`config.mk`:
```
export PLATFORM = sky130hd
export DESIGN_NAME = sci_event_counter
export DESIGN_NICKNAME = d
export VERILOG_FILES = /design/src/rtl/sci_event_counter_pkg.sv /design/src/rtl/sci_event_counter_prescaler.sv /design/src/rtl/sci_event_counter.sv
export SDC_FILE = /design/constraint.sdc
export NUM_CORES = 1
export LEC_CHECK = 0
export CAP_MARGIN = 10
export CORE_MARGIN = 2
export CORE_UTILIZATION = 55
export CTS_CLUSTER_SIZE = 24
export DETAILED_ROUTE_END_ITERATION = 16
export PLACE_DENSITY_LB_ADDON = 0.1
export SLEW_MARGIN = 30
export SYNTH_ARGS = -nofsm -noshare
export SYNTH_HDL_FRONTEND = slang
export SYNTH_SLANG_ARGS = --single-unit
```
`constraint.sdc`:
```
create_clock -name clk -period 4.2 [get_ports clk]
set_input_delay 0.63 -clock clk [delete_from_list [all_inputs] [get_ports clk]]
set_output_delay 0.63 -clock clk [all_outputs]
set_load 0.005 [all_outputs]
```
`src/rtl/sci_event_counter_pkg.sv`:
```
// Shared constants and constant functions for the scientific-notation event counter.
// Optional BCD mirror of the mantissa is enabled with SCI_EVENT_COUNTER_BCD_EN.
package sci_event_counter_pkg;

    function automatic logic [39:0] pow10(input int n);
        logic [39:0] r;
        r = 40'd1;
        for (int i = 0; i < n; i++) r = r * 40'd10;
        return r;
    endfunction

    // Bits needed to hold values 0 .. v-1.
    function automatic int clog2(input logic [39:0] v);
        logic [39:0] x;
        int r;
        x = v - 40'd1;
        r = 0;
        for (int i = 0; i < 40; i++) if (x[i]) r = i + 1;
        return r;
    endfunction

    // Prescaler wrap point for a given exponent: 10^e - 1.
    function automatic logic [39:0] thr_of(input int e);
        return pow10(e) - 40'd1;
    endfunction

    localparam int DEF_MANT_DIGITS = 2;
    localparam int DEF_MAX_EXP     = 9;
    localparam int TOP    = int'(pow10(DEF_MANT_DIGITS));
    localparam int LOW    = int'(pow10(DEF_MANT_DIGITS - 1));
    localparam int MANT_W = clog2(pow10(DEF_MANT_DIGITS));
    localparam int PRE_W  = clog2(pow10(DEF_MAX_EXP));

endpackage

```
`src/rtl/sci_event_counter_prescaler.sv`:
```
// Decade prescaler: divides qualified events by 10^exponent and ticks the mantissa stage.
// Used by sci_event_counter in every build (independent of SCI_EVENT_COUNTER_BCD_EN).
module sci_prescaler
    import sci_event_counter_pkg::*;
#(
    parameter int MAX_EXP = 9,
    parameter int EXP_W   = 4,
    parameter int PRE_W   = 30
) (
    input  logic             clk,
    input  logic             rst_n,
    input  logic [EXP_W-1:0] exp_i,
    input  logic             en_i,
    input  logic             clr_i,
    output logic             at_thr_o,
    output logic             tick_o
);

    logic [PRE_W-1:0] thr_tab [MAX_EXP+1];
    logic [PRE_W-1:0] thr;
    logic [PRE_W-1:0] pre_q, pre_d;

    for (genvar g = 0; g <= MAX_EXP; g++) begin : g_thr
        assign thr_tab[g] = PRE_W'(thr_of(g));
    end

    always_comb begin
        thr = '0;
        for (int i = 0; i <= MAX_EXP; i++)
            if (exp_i == EXP_W'(i)) thr = thr_tab[i];
    end

    // At exponent 0 the threshold is 0, so every event ticks straight through.
    assign at_thr_o = (pre_q == thr);
    assign tick_o   = en_i & at_thr_o;

    always_comb begin
        pre_d = pre_q;
        if (clr_i)     pre_d = '0;
        else if (en_i) pre_d = at_thr_o ? '0 : pre_q + PRE_W'(1);
    end

    always_ff @(posedge clk or negedge rst_n) begin
        if (!rst_n) pre_q <= '0;
        else        pre_q <= pre_d;
    end

endmodule

```
`src/rtl/sci_event_counter.sv`:
```
// Event counter reporting mantissa x 10^exponent with saturation, clear and snapshot.
// Define SCI_EVENT_COUNTER_BCD_EN to add the packed-BCD mantissa outputs mant_bcd/snap_bcd.
module sci_event_counter
    import sci_event_counter_pkg::*;
#(
    parameter int MANT_DIGITS = 2,
    parameter int MAX_EXP     = 9,
    parameter int EXP_W       = 4,
    localparam int M_W        = clog2(pow10(MANT_DIGITS))
) (
    input  logic                     clk,
    input  logic                     rst_n,
    input  logic                     en,
    input  logic                     clr,
    input  logic                     snap,
    output logic [M_W-1:0]           mantissa,
    output logic [EXP_W-1:0]         exponent,
    output logic                     ovf,
    output logic [M_W-1:0]           snap_mant,
    output logic [EXP_W-1:0]         snap_exp,
`ifdef SCI_EVENT_COUNTER_BCD_EN
    output logic [4*MANT_DIGITS-1:0] mant_bcd,
    output logic [4*MANT_DIGITS-1:0] snap_bcd,
`endif
    output logic                     snap_valid
);

    localparam int CNT_TOP = int'(pow10(MANT_DIGITS));
    localparam int CNT_LOW = int'(pow10(MANT_DIGITS - 1));
    localparam int P_W     = clog2(pow10(MAX_EXP));

    logic [M_W-1:0]   mant_q, mant_d, smant_q;
    logic [EXP_W-1:0] exp_q, exp_d, sexp_q;
    logic             ovf_q, ovf_d, sval_q;
    logic             ev, at_max, at_thr, sat, pre_en, tick;

    assign ev     = en & ~clr & ~ovf_q;
    assign at_max = (exp_q == EXP_W'(MAX_EXP)) & (mant_q == M_W'(CNT_TOP - 1));
    assign sat    = ev & at_max & at_thr;
    // The saturating event must not move the prescaler, so it is withheld here.
    assign pre_en = ev & ~sat;

    sci_prescaler #(
        .MAX_EXP (MAX_EXP),
        .EXP_W   (EXP_W),
        .PRE_W   (P_W)
    ) u_pre (
        .clk      (clk),
        .rst_n    (rst_n),
        .exp_i    (exp_q),
        .en_i     (pre_en),
        .clr_i    (clr),
        .at_thr_o (at_thr),
        .tick_o   (tick)
    );

    always_comb begin
        mant_d = mant_q;
        exp_d  = exp_q;
        ovf_d  = ovf_q;
        if (clr) begin
            mant_d = '0;
            exp_d  = '0;
            ovf_d  = 1'b0;
        end else if (sat) begin
            ovf_d = 1'b1;
        end else if (tick) begin
            if (mant_q == M_W'(CNT_TOP - 1)) begin
                mant_d = M_W'(CNT_LOW);
                exp_d  = exp_q + EXP_W'(1);
            end else begin
                mant_d = mant_q + M_W'(1);
            end
        end
    end

    always_ff @(posedge clk or negedge rst_n) begin
        if (!rst_n) begin
            mant_q  <= '0;
            exp_q   <= '0;
            ovf_q   <= 1'b0;
            smant_q <= '0;
            sexp_q  <= '0;
            sval_q  <= 1'b0;
        end else begin
            mant_q <= mant_d;
            exp_q  <= exp_d;
            ovf_q  <= ovf_d;
            sval_q <= snap;
            if (snap) begin
                smant_q <= mant_q;
                sexp_q  <= exp_q;
            end
        end
    end

    assign mantissa   = mant_q;
    assign exponent   = exp_q;
    assign ovf        = ovf_q;
    assign snap_mant  = smant_q;
    assign snap_exp   = sexp_q;
    assign snap_valid = sval_q;

`ifdef SCI_EVENT_COUNTER_BCD_EN
    localparam logic [4*MANT_DIGITS-1:0] BCD_LOW = (4*MANT_DIGITS)'(1) << (4*(MANT_DIGITS-1));

    function automatic logic [4*MANT_DIGITS-1:0] bcd_inc(input logic [4*MANT_DIGITS-1:0] v);
        logic [4*MANT_DIGITS-1:0] r;
        logic                     c;
        r = v;
        c = 1'b1;
        for (int d = 0; d < MANT_DIGITS; d++) begin
            if (c) begin
                if (v[4*d +: 4] == 4'd9) r[4*d +: 4] = 4'd0;
                else begin
                    r[4*d +: 4] = v[4*d +: 4] + 4'd1;
                    c = 1'b0;
                end
            end
        end
        return r;
    endfunction

    logic [4*MANT_DIGITS-1:0] bcd_q, bcd_d, sbcd_q;

    // Mirrors the binary mantissa update decision-for-decision.
    always_comb begin
        bcd_d = bcd_q;
        if (clr)       bcd_d = '0;
        else if (!sat && tick)
            bcd_d = (mant_q == M_W'(CNT_TOP - 1)) ? BCD_LOW : bcd_inc(bcd_q);
    end

    always_ff @(posedge clk or negedge rst_n) begin
        if (!rst_n) begin
            bcd_q  <= '0;
            sbcd_q <= '0;
        end else begin
            bcd_q <= bcd_d;
            if (snap) sbcd_q <= bcd_q;
        end
    end

    assign mant_bcd = bcd_q;
    assign snap_bcd = sbcd_q;
`endif

endmodule

```
# --- After elaboration in Yosys (flattened, before gate mapping) ---
# Cells that the tools add are included.
# W data, S select, Z words.
op_classes:
  order_cmp: 0
  n_mul: 0
  n_mux: 22
  n_bitwise: 10
  n_div: 0
  n_reduce_logical: 6
  eq_ne: 12
  add_sub_neg: 3
  shift: 0
ops:
  columns: ["op", "n"]
  rows:
  - ["$mux W30", 11]
  - ["$add A30 B1 Y30 const B", 1]
  - ["$eq A30 B30 Y1", 1]
  - ["$mux W7", 4]
  - ["$mux W4", 5]
  - ["$eq A4 B3 Y1 const B", 4]
  - ["$eq A4 B2 Y1 const B", 2]
  - ["$eq A4 B4 Y1 const B", 2]
  - ["$reduce_bool A2 Y1", 4]
  - ["$add A7 B1 Y7 const B", 1]
  - ["$and A1 B1 Y1", 7]
  - ["$eq A7 B7 Y1 const B", 1]
  - ["$add A4 B1 Y4 const B", 1]
  - ["$eq A4 B1 Y1 const B", 1]
  - ["$not A1 Y1", 3]
  - ["$reduce_and A3 Y1", 1]
  - ["$mux W1", 2]
  - ["$ne A2 B2 Y1 const B", 1]
  - ["$reduce_and A2 Y1", 1]
totals:
  ramBits: 0
  output_inout_bits: 24
  word_cells: 60
  latchBits: 0
  inputBits: 5
  mem_count: 0
  regBits: 54
  romBits: 0

# --- Longest topological paths before layout ---
# Gate-level depths: netlist (run 1).
depth:
  depth_word: 18
  mapped_depth: 13
  mapped_depth_nobuf: 10

# --- By module ---
# A second synthesis (run 1) with hierarchy kept.
hier_totals:
  hier_cells: 491
  hier_area_um2: 4061.4
modules_own_cells:
  columns: ["mod", "cells_each", "seq_area_each_um2", "instances", "area_per_inst_um2"]
  rows:
  - ["sci_prescaler", 389, 750.7, 1, 2875.3]
  - ["sci_event_counter", 102, 600.6, 1, 1186.1]

# --- Worst setup path after synthesis (run 1) ---
# No wires, ideal clock.
synth_path:
  path_type: "register to register"
  startpoint: "register exp_q[0], in the netlist exponent[0]"
  endpoint: "register exp_q[2], in the netlist exponent[2]"
  n_path_buf: 2
  path_slack_ns: 1.236
  setup_time_ns: 0.078
  arrival_ns: 2.886
  required_ns: 4.122
  path_stages_with_launch: 13
  synth_period_minus_slack_ns: 2.964
  cell_sequence: "dfrtp_1 -> inv_1 -> ha_1 -> buf_2 -> or2_1 -> o32ai_4 -> xnor2_1 -> nor4b_2 -> nand3_1 -> or2_1 -> buf_6 -> or4_1 -> a21oi_1"
synth_between:
  elab_chain_len: 17
  elab_cells_between_ends: 33
  cone_classes: "add/sub (1); eq/ne (11); mux (13); bitwise (6); reduce/logical (2)"
synth_rtl:
  columns: ["item", "line", "text"]
  rows:
  - ["from (decl)", "sci_event_counter.sv:33", "logic [EXP_W-1:0] exp_q, exp_d, sexp_q;"]
  - ["from (signal assigned)", "sci_event_counter.sv:87", "exp_q <= exp_d;"]
  - ["$eq A4 B1 Y1", "sci_event_counter_prescaler.sv:30", "if (exp_i == EXP_W'(i)) thr = thr_tab[i];"]
  - ["$mux W4", "sci_event_counter_prescaler.sv:30", null]
  - ["$mux W30 (8 in series)", "sci_event_counter_prescaler.sv:30", null]
  - ["$eq A30 B30 Y1", "sci_event_counter_prescaler.sv:34", "assign at_thr_o = (pre_q == thr);"]
  - ["$and A1 B1 Y1", "sci_event_counter.sv:39", "assign sat = ev & at_max & at_thr;"]
  - ["$not A1 Y1", "sci_event_counter.sv:41", "assign pre_en = ev & ~sat;"]
  - ["$and A1 B1 Y1", "sci_event_counter.sv:41", null]
  - ["$and A1 B1 Y1", "sci_event_counter_prescaler.sv:35", "assign tick_o = en_i & at_thr_o;"]
  - ["$reduce_bool A2 Y1 (no source line)", null, null]
  - ["$reduce_and A3 Y1 (no source line)", null, null]
# Several ways; a longest one is shown, not always the timed one. The select of a mux whose other input is x is not followed.
# A chain may end at the register's enable or synchronous reset.

# --- Worst setup path in the final report (run 1) ---
layout_path:
  startpoint: "register exp_q[1], in the netlist exponent[1]"
  endpoint: "register u_pre.pre_q[4]"
layout_between:
  elab_chain_len: 15
  elab_cells_between_ends: 28
  cone_classes: "eq/ne (10); mux (12); bitwise (5); reduce/logical (1)"
layout_rtl:
  columns: ["item", "line", "text"]
  rows:
  - ["$eq A4 B1 Y1", "sci_event_counter_prescaler.sv:30", null]
  - ["$mux W4", "sci_event_counter_prescaler.sv:30", null]
  - ["$mux W30 (8 in series)", "sci_event_counter_prescaler.sv:30", null]
  - ["$eq A30 B30 Y1", "sci_event_counter_prescaler.sv:34", null]
  - ["$and A1 B1 Y1", "sci_event_counter.sv:39", null]
  - ["$not A1 Y1", "sci_event_counter.sv:41", null]
  - ["$and A1 B1 Y1", "sci_event_counter.sv:41", null]
  - ["$reduce_bool A2 Y1 (no source line)", null, null]
  - ["to (signal assigned)", "sci_event_counter_prescaler.sv:45", "else pre_q <= pre_d;"]
  - ["to (decl)", "sci_event_counter_prescaler.sv:21", "logic [PRE_W-1:0] pre_q, pre_d;"]
# Several ways; a longest one is shown, not always the timed one. The select of a mux whose other input is x is not followed.

==> reports/metrics.cfg, run 1 <==
[sta]
slew-limit-headroom=0.414
maxSlewViolCount=0
finalCriticalPeriod_ps=3780
finalHoldViolCount=0
worstMarginPinSlew_ps=880
finalCritPeriodShare=0.899
finalSetupViolCount=0
setup_ws_ps=424
rsz0062_at_grt=false
maxClockFrequency_ghz=0.265
clock_skew_ps=11.1
fin_tns_setup_ps=0

[placed_design]
port_buffers=28
globalplace.congestion=1.05
place_ws_ps=505
place_hpwl_um=6920

[setup_path]
setup.worst_path.start=exponent[1]
timing.rr.start=exponent[1]
crit_type=reg2reg
critPathCaptureType=flip-flop
worstSetupEndpoint=u_pre.pre_q[4]
crit_arrival_ps=3970
required_ps=4390
r2r_end=u_pre.pre_q[4]
reg2reg_depth=10
cp-start-kind=flip-flop
rrSetupSlack_ps=420
path_max_fanout=19
crit_chain=inv_1 -> ha_1 -> o21ai_2 -> or3_1 -> a32o_1 -> o2111ai_1 -> nand4b_1 -> or2_1 -> nand2_1 -> o311ai_0
max_stage_delay_ps=590
critPathSlowestCell=or2_1

[cells_and_area]
fin_nets=436
n_antenna_cell=0
regArea_um2=1350
multi_input_area_um2=2100
synthToLayoutAreaGrowth_pct=11.9
fillers=548
drive_above_1_share=0.103

[synth]
synth_common_cells=dfrtp_1 (54), nand2_1 (47), nor2_1 (28)
syn_area_um2=3620
synth_flop_cell=dfrtp_1
async_reset_ff_frac=1.00
syn_inst=410
synth_top_cell_area_share=0.373
synth_area_leaders=dfrtp_1 (37%), nand2_1 (4.9%), a311oi_1 (4.1%)
yosys_warnings=0
yosysTopAreaCell=dfrtp_1
yosysUniqueCellTypes=65
synth_nets=421
synth_edf_count=0
synth_area_per_cell_um2=8.84
ys_seq_area_frac=0.373
synth.ff_latch_count=54
yosysMostFrequentCell=dfrtp_1

[detailed_routing]
vias=3404
viasPerCell=6.77
postRouteWirelength_um=9830
drt_iter0_markers=286
drc=0
drtAntennaViolNets=0
wl_per_cell_um=19.5
firstDrtPassIters=5

[global_route]
grt_pass1_vias=3147
antenna_found_initial=0
grt_usage=0.279
overflow=0
grt_max_degree=37
grt_pass1_wl_um=16100

[cts]
cts_resized=0
cts_hold_buf=0
clk_latency_ps=320
cts_sinks=54
htree_levels=2
cts_made_buffers=5
clk_pin_slew_ps=100
root_buffer=clkbuf_8
cts_tree=done
clock_path_buffers=2
cts_setup_buffers=0

[die]
io_pins=29
initial_core_util=0.571
die_area_um2=7250
rows=29
core-area_um2=6350
chipHeight_um=85.2
die_w_um=85.2

[power]
ir_worst_vdd_uv=204
p_leak_nw=1.60
power_density_nw_per_um2=252

[outcome]
status=completed

[min_path]
min_path_type=in2async

[run]
cap_viol_max_count=0

## cell usage in the layout, fill, tap and decap left out, types with 7 or more instances in the layout
master,count
and3_1,12
xor2_1,7
mux2_2,12
o21ai_0,10
clkdlybuf4s50_1,27
nand3_1,18
nand2_1,47
or2_2,7
nand2b_1,9
nor2_1,28
inv_1,10
buf_4,7
or3_1,8
nor3_1,8
a311oi_1,17
nand4_1,10
dfrtp_1,54
a31oi_1,7
a21oi_1,20
## worst max-delay path, delay by kind of cell (launching register included)
kind	cells	cell delay (ps)
flip-flops	1	450
AND/OR/NAND/NOR	4	1600
AO/OA/AOI/OAI	4	980
buffers and inverters	1	140
adder cells (fa/ha/maj)	1	470
## metal layers
layer | part of all wire | vias up | global-route usage | wire length (um)
met1 | 0.45 | 1662 | 0.418 | 4410
met4 | 0.016 | 0 | 0.0779 | 161
met5 | 0 | - | 0 | 0
met3 | 0.074 | 16 | 0.0516 | 726
li1 | - | 1564 | - | -
met2 | 0.46 | 162 | 0.414 | 4530
## final cells by class
type,instances,area share
Timing Repair Buffer,35,0.0808
Tap cell,77,0.0238
Clock buffer,6,0.0204
Sequential cell,54,0.333
Clock inverter,2,0.0148
Inverter,11,0.0102
Multi-Input combinational cell,318,0.517
## power breakdown
part | leakage [nW] | switching, W | internal, W | total (W)
logic | 0.779 | 0.0000380 | 0.0000222 | 0.0000602
registers | 0.748 | 0.00000399 | 0.000524 | 0.000528
clock network | 0.0714 | 0.000178 | 0.000254 | 0.000432
## stage by stage
step           hold slack (ps)  utilization  power, W  instance area, um2  cells
2_1_floorplan              334            -  0.000564                3620    410
3_3_place_gp               488        0.616  0.000599                3910    495
3_5_place_dp               495        0.616  0.000600                3910    495
4_1_cts                    261        0.639   0.00103                4060    503
5_1_grt                    280        0.639   0.00105                4060    503
6_report                   237        0.639   0.00102                4060    503
## cell families after synthesis
family / synth area share
and+or+nand+nor: 0.267
buffers and inverters: 0.0487
DFF: 0.373
adders and majority gates: 0.0207
muxes: 0.0511
xor gates and xnor gates: 0.0314
AOI/OAI and AO/OA: 0.208
## registers in the layout (all words and copies together) (netlist names)
signal	flops
exponent	4
mantissa	7
snap_mant	7
snap_exp	4
u_pre.pre_q	30
ovf	1
snap_valid	1
## worst min-delay path by stage
stage                       startpoint         endpoint  slack (ps)  cells after the start
after floorplan                  rst_n      exponent[0]         330                      0
after global placement    snap_mant[1]     snap_mant[1]         490                      1
after detailed placement  snap_mant[4]     snap_mant[4]         490                      1
after CTS                        rst_n  u_pre.pre_q[28]         260                      1
after global routing             rst_n  u_pre.pre_q[11]         280                      1
final                            rst_n   u_pre.pre_q[5]         240                      1
Power figures use the tool's default switching activity.
==> inputs of run 2 (changes only) <==
--- a/config.mk
+++ b/config.mk
@@ -8,6 +8,7 @@
 export CAP_MARGIN = 10
 export CORE_MARGIN = 2
 export CORE_UTILIZATION = 55
+export CTS_CLUSTER_DIAMETER = 40
 export CTS_CLUSTER_SIZE = 24
 export DETAILED_ROUTE_END_ITERATION = 16
 export PLACE_DENSITY_LB_ADDON = 0.1
==> results of run 2 <==
Same layout as run 1: the final DEF is identical, and so are final timing and power.
==> inputs of run 3 (changes only) <==
--- a/config.mk
+++ b/config.mk
@@ -6,7 +6,7 @@
 export NUM_CORES = 1
 export LEC_CHECK = 0
 export CAP_MARGIN = 10
-export CORE_MARGIN = 2
+export CORE_MARGIN = 1
 export CORE_UTILIZATION = 55
 export CTS_CLUSTER_DIAMETER = 40
 export CTS_CLUSTER_SIZE = 24
@@ -15,4 +15,5 @@
 export SLEW_MARGIN = 30
 export SYNTH_ARGS = -nofsm -noshare
 export SYNTH_HDL_FRONTEND = slang
+export SYNTH_HIERARCHICAL = 1
 export SYNTH_SLANG_ARGS = --single-unit
==> reports/metrics.cfg, run 3 <==
[outcome]
status=completed

[setup_path]
timing.rr.start=exponent[1]
crit_chain=buf_4 -> buf_4 -> a21oi_1 -> a31oi_1 -> a32oi_1 -> o22a_1 -> or4_4 -> nor2_2 -> nand4b_1 -> nor4_4 -> nor2_1 -> inv_1 -> buf_4 -> nor2_1 -> mux2_2 -> o21ai_0 -> a21oi_1
rrSetupSlack_ps=290
cp-start-kind=flip-flop
crit_type=reg2reg
crit_arrival_ps=4110
max_stage_delay_ps=560
path_max_fanout=32
crit_top_cell=buf_4
required_ps=4390
critPathCaptureType=flip-flop
r2r_end=u_pre/pre_q[23]
critPathSlowestCell=dfrtp_1
reg2reg_depth=17

[synth]
synth-compound-area-share=0.221
syn_inst=491
syn_area_um2=4060
synth.ff_latch_count=54
yosysTopAreaCell=dfrtp_1
synth_top_cell_area_share=0.333
synth_nets=500
synth_top_family_by_area=simple AND/OR/NAND/NOR gates
synth_area_per_cell_um2=8.27
yosys.area_share.simple=0.326
ys_seq_area_frac=0.333
synth_flop_cell=dfrtp_1
synthMuxAreaShare=0.0407
yosysUniqueCellTypes=68
synth_common_cells=dfrtp_1 (54), nor2_1 (40), nand2b_1 (39)
yosysMostFrequentCell=dfrtp_1
yosys_warnings=6
synth-adder-area-share=0.0123
synth_edf_count=0
synth-xor-area-share=0.00863
async_reset_ff_frac=1.00
synth_area_leaders=dfrtp_1 (33%), nand2b_1 (6.0%), a21oi_1 (3.8%)

[detailed_routing]
drc=0
postRouteWirelength_um=11300
wl_per_cell_um=18.7
drtAntennaViolNets=0
viasPerCell=6.57
drt_iter0_markers=413
vias=3962
firstDrtPassIters=5

[cells_and_area]
largest_register_ffs=30
fillers=575
synthToLayoutAreaGrowth_pct=11.9
regMostFlops=u_pre/pre_q
final_common_cell=dfrtp_1
n_antenna_cell=0
fin_nets=515
final_cell_mix=dfrtp_1 (51), nor2_1 (40), nand2b_1 (39), a21oi_1 (31)
drive_above_1_share=0.124

[die]
core-area_um2=6940
chipHeight_um=87.9
io_pins=29
die_area_um2=7730
initial_core_util=0.585
die_w_um=87.9
rows=30

[sta]
finalHoldViolCount=0
maxClockFrequency_ghz=0.256
worstMarginPinSlew_ps=582
clock_skew_ps=15.3
finalSetupViolCount=0
finalCriticalPeriod_ps=3910
slew-limit-headroom=0.610
rsz0062_at_grt=false
finalCritPeriodShare=0.931
fin_tns_setup_ps=0
maxSlewViolCount=0

[placed_design]
place_hpwl_um=7830
port_buffers=28
globalplace.congestion=0.885

[cts]
root_buffer=clkbuf_8
clk_pin_slew_ps=110
clock_path_buffers=2
cts_tree=done
htree_levels=2
cts_sinks=54
clk_latency_ps=320
cts_made_buffers=5

[global_route]
grt_usage=0.306
antenna_found_initial=0
grt_pass1_wl_um=18200
grt_pass1_vias=3588
grt_max_degree=64
overflow=0

[run]
cap_viol_max_count=0

[power]
p_leak_nw=1.79
power_density_nw_per_um2=217
ir_worst_vdd_uv=202
total_power_w=0.000987

[min_path]
min_path_type=in2async

## run 3: power breakdown
| part | total (W) | leakage (nW) | internal, W | switching [W] |
|---|---|---|---|---|
| clock network | 0.000386 | 0.0618 | 0.000197 | 0.000189 |
| registers | 0.000529 | 0.745 | 0.000525 | 0.00000424 |
| logic | 0.0000722 | 0.982 | 0.0000286 | 0.0000435 |
## run 3: how the worst max path moves through the flow
stage | end | slack, ps | depth (start not counted) | start
2_1_floorplan | mantissa[5] | 70 | 18 | exponent[3]
3_3_place_gp | exponent[2] | 280 | 15 | exponent[2]
3_5_place_dp | u_pre/pre_q[23] | 300 | 16 | exponent[2]
4_1_cts | exponent[2] | 270 | 15 | exponent[2]
5_1_grt | u_pre/pre_q[23] | 20 | 17 | exponent[1]
6_report | u_pre/pre_q[23] | 290 | 17 | exponent[1]
## run 3: cell families after synthesis
logic type | after synthesis
adders and majority gates | 4
and+or+nand+nor | 228
AOI/OAI and AO/OA | 134
muxes | 15
DFF | 54
xor gates and xnor gates | 4
buffers and inverters | 52
## run 3: through the flow
stage	utilization	instance area [um2]	std cells	setup WS, ps	hold WS [ps]
3_3_place_gp	0.636	4410	595	277	489
6_report	0.654	4540	603	289	209
5_1_grt	0.654	4540	603	17.0	230
3_5_place_dp	0.636	4410	595	300	495
2_1_floorplan	-	4060	491	71.4	334
4_1_cts	0.653	4540	603	269	221
## run 3: repair_timing
item,CTS,global route
resized for setup,0,4
setup endpoints to repair,0,6
buffers inserted,0,0
hold buffers,0,0
hold endpoints to repair,0,0
## run 3: layout make-up
type                       instances  area (um2)  share of cell area
clock buffer                       6        82.6              0.0182
sequential                        54        1360               0.298
tap                               96         120              0.0264
multi-input combinational        385        2470               0.545
inverter                          10        37.5             0.00826
timing repair buffer              50         435              0.0958
clock inverter                     2        38.8             0.00854
## run 3: per-layer routing
| metal | global-route usage | vias up | share of wire |
|---|---|---|---|
| met5 | 0 | - | 0 |
| met4 | 0.119 | 0 | 0.030 |
| met3 | 0.0509 | 29 | 0.073 |
| met2 | 0.479 | 176 | 0.46 |
| met1 | 0.423 | 1885 | 0.44 |
| li1 | - | 1872 | - |
## run 3: worst max-delay path, delay by kind of cell (launching register included)
family,cells,cell delay (ps)
muxes,1,260
AOI/OAI and AO/OA,6,760
buffers and inverters,4,860
and+or+nand+nor,6,1370
DFF,1,560
==> variant 1 (settings of run 1) <==
Add an input register stage for `en`, with the module's reset; this delays it by one clock. The other inputs are not delayed to match.
--- a/src/rtl/sci_event_counter.sv
+++ b/src/rtl/sci_event_counter.sv
@@ -31,2 +31,12 @@
 
+    logic en_q;
+
+    always_ff @(posedge clk or negedge rst_n) begin
+        if (!rst_n) begin
+            en_q <= '0;
+        end else begin
+            en_q <= en;
+        end
+    end
+
     logic [M_W-1:0]   mant_q, mant_d, smant_q;
@@ -36,3 +46,3 @@
 
-    assign ev     = en & ~clr & ~ovf_q;
+    assign ev     = en_q & ~clr & ~ovf_q;
     assign at_max = (exp_q == EXP_W'(MAX_EXP)) & (mant_q == M_W'(CNT_TOP - 1));
Behaviour: not the same (Yosys sat finds a counterexample within 4 cycles, from zero or initial values and one cycle with rst_n low).
==> variant 1 against run 1 <==
- cell area up 1.7%
- first-iteration DRC count is 8.0% lower
- power is 12% lower
- worst setup slack gained 0.062 ns
- wire length decreased by 4.4%
- sequential cell count is 1 higher
- area after synthesis grew 3.0%
- critical endpoint is now mantissa[6]
==> variant 1: results <==
group,metric,value,unit
global_route,grtUsageTotal,25.6,%
placed_design,gp_congestion,0.973,
cts,cts_root_buffer,"clkbuf_8",
layout,drive_above_1_share,9.05,%
layout,num-nets-final,441,
drt,drt-total-wl,9.40,mm
cts,cts_buffers,5,
global_route,grt_pass1_vias,3023,
cts,path_clk_slew,0.11,ns
yosys,synth_top_area_share,36.9,%
yosys,synth_cell_types,62,
global_route,grt_pass1_wl,15.3,mm
layout,areaGrowthSynthToFinish,10.5,%
pwr,vdd_drop_max,0.199,mV
critical_path,worst-endpoint-arrival,3.96,ns
critical_path,slowest_stage,"or4_1",
placed_design,pre_cts_slack,0.520,ns
placed_design,portBuffers,28,
yosys,seq_area_frac_synth,36.9,%
cts,cts_setup_buffers,0,
layout,final.fill_count,588,
sta,slew_headroom,52.8,%
layout,diodes,0,
yosys,syn_nets,429,
critical_path,cp_max_fo,17,
placed_design,dp_hpwl,6.69,mm
placed_design,dpl_cell_area,0.00403,sq mm
drt,vias_per_cell,6.59,
yosys,synthTopCellsByArea,"dfrtp_1 (37%), and3_1 (6.5%), a221o_1 (3.5%), mux2_2 (3.3%), a211o_1 (3.3%)",
outcome,status,"finished, final reports clean",
yosys,synth_common_cells,"dfrtp_1 (55), and3_1 (39), nor2_1 (25)",
pwr,cellLeakagePower,0.00196,uW
yosys,ys_warn_count,0,
cts,cts_buffer_depth,2,
layout,regMostFlops,"u_pre.pre_q",
global_route,grt_max_degree,56,
sta,skew,0.00907,ns
drt,drt_iter0_drc,263,
[variant 1: path summary, 6_finish.rpt]
check	slack, ns	from	cells after the start	to
hold reg to reg	0.52	snap_exp[0]	1	snap_exp[0]
setup / recovery	0.49	exponent[1]	10	mantissa[6]
min in group clk	0.52	snap_exp[0]	1	snap_exp[0]
hold / removal	0.43	rst_n	2	u_pre.pre_q[27]
setup reg to reg	0.49	exponent[1]	10	mantissa[6]
max in group asynchronous	3.30	rst_n	2	snap_mant[5]
[variant 1: power breakdown]
group / total [uW] / internal [uW] / leakage, uW / switching, uW
registers: 535 / 532 / 0.000763 / 2.68
clock network: 321 / 124 / 0.0000502 / 197
logic: 45.0 / 15.7 / 0.00115 / 29.3
[variant 1: layout make-up]
type                            count  area share, %
Multi-Input combinational cell    323           53.1
Sequential cell                    55           33.4
Timing Repair Buffer               34           7.77
Tap cell                           80           2.43
Clock buffer                        5           1.67
Inverter                           11           1.00
Clock inverter                      3          0.698
[variant 1: kinds of logic after synthesis]
kind of cell	Yosys count	share of synthesized area, %
AOI/OAI and AO/OA	107	21.3
xor gates and xnor gates	10	2.35
adders and majority gates	6	2.01
buffers and inverters	40	4.56
DFF	55	36.9
muxes	13	3.86
and+or+nand+nor	187	29.1
[variant 1: critical path: cells and delay by family (launching register included)]
family | cells | cell delay [ns]
buffers and inverters | 1 | 0.11
AO/OA/AOI/OAI | 3 | 0.67
flip-flops | 1 | 0.46
AND/OR/NAND/NOR | 5 | 1.91
adder cells (fa/ha/maj) | 1 | 0.50
[variant 1: stage by stage]
stage / hold WS (ns) / instances
2_1_floorplan: 0.334 / 418
3_3_place_gp: 0.488 / 503
3_5_place_dp: 0.500 / 503
4_1_cts: 0.459 / 511
5_1_grt: 0.505 / 511
6_report: 0.426 / 511
[variant 1: metal layers]
| metal | share of wire, % | routed length, microns | up-vias | track usage [%] |
|---|---|---|---|---|
| met5 | 0 | 0 | - | 0 |
| li1 | - | - | 1605 | - |
| met2 | 43 | 4020 | 124 | 37.1 |
| met3 | 6.2 | 580 | 14 | 4.67 |
| met1 | 50 | 4670 | 1627 | 39.3 |
| met4 | 1.4 | 129 | 0 | 6.68 |
==> variant 2 (config.mk and constraints of run 1) <==
Made on the original files. The option `SCI_EVENT_COUNTER_BCD_EN` is turned on by a define.
--- a/src/rtl/sci_event_counter.sv
+++ b/src/rtl/sci_event_counter.sv
@@ -2,2 +2,4 @@
 // Define SCI_EVENT_COUNTER_BCD_EN to add the packed-BCD mantissa outputs mant_bcd/snap_bcd.
+`define SCI_EVENT_COUNTER_BCD_EN
+
 module sci_event_counter
Check against the original RTL (old outputs only; new: mant_bcd and snap_bcd): equivalent (Yosys induction, for registers that start in step).
==> variant 2 against run 1 <==
- first-iteration DRC count shrank 2.1%
- fmax shrank 0.62%
- sequential share of layout area grew 1.5 points
- critical path depth grew 1
- critical endpoint is now u_pre.pre_q[20]
- wire length grew 3.9%
- via count grew 11%
- cell area grew 24%
- sequential cell count grew 16
- worst setup slack lost 0.023 ns
- area after synthesis grew 20%
- highest routed layer unchanged
Power is not compared: it rests on default switching activity, and its combinational part moved more than twofold at a synthesized area within 25%.
==> variant 2: results <==
group,metric,value,unit
yosys,synthCells,467,
outcome,status,"finished, final reports clean",
placed_design,dpl_cell_area,0.00484,sq mm
yosys,synth_common_cells,"dfrtp_1 (70), nor2_1 (48), and3_1 (35)",
global_route,grt_pass1_vias,3337,
placed_design,dp_cells,589,
drt,wl_per_cell,16.9,microns
critical_path,worstReg2RegEnd,"u_pre.pre_q[20]",
critical_path,crit_family,"compound AO/OA/AOI/OAI gates",
critical_path,ff2ff_path_depth,11,
drt,drt_iter0_drc,280,
sta,holdWs,0.316,ns
cts,cts-htree-levels,3,
yosys,seq_area_frac_synth,40.2,%
global_route,grt.met3_usage,4.15,%
placed_design,portBuffers,44,
placed_design,gp_congestion,0.980,
global_route,met1_usage,38.9,%
critical_path,rrSetupSlack,0.40,ns
global_route,grt_pass1_wl,16.9,mm
cts,clkLatencyLatePin,0.35,ns
critical_path,slowest_stage,"o21ai_0",
layout,drive_above_1_share,11.6,%
placed_design,pre_cts_slack,0.462,ns
layout,num-nets-final,513,
[variant 2: logic make-up after synthesis]
group | count (synthesis) | share of synthesized area [%]
flops | 70 | 40.2
fa+ha+maj | 10 | 2.87
buf+inv | 48 | 4.71
mux | 27 | 6.78
compound gates | 107 | 18.6
xor+xnor | 11 | 2.21
simple gates | 194 | 24.6
[variant 2: cell type report]
| class | count | area (sq um) |
|---|---|---|
| clock buffers | 9 | 124 |
| clock inverters | 6 | 63.8 |
| fillers | 654 | 2660 |
| inverters | 14 | 52.6 |
| multi-input cells | 349 | 2400 |
| flip-flops and latches | 70 | 1750 |
| well taps | 102 | 128 |
| repair buffers | 54 | 505 |
[variant 2: power groups by stage]
stage | Clock, uW | Sequential, uW | Combinational, uW
final | 532 | 727 | 141
after detailed placement | 0 | 740 | 143
after floorplan | 0 | 737 | 58.4
after global routing | 569 | 732 | 157
after global placement | 0 | 738 | 141
after CTS | 540 | 727 | 144
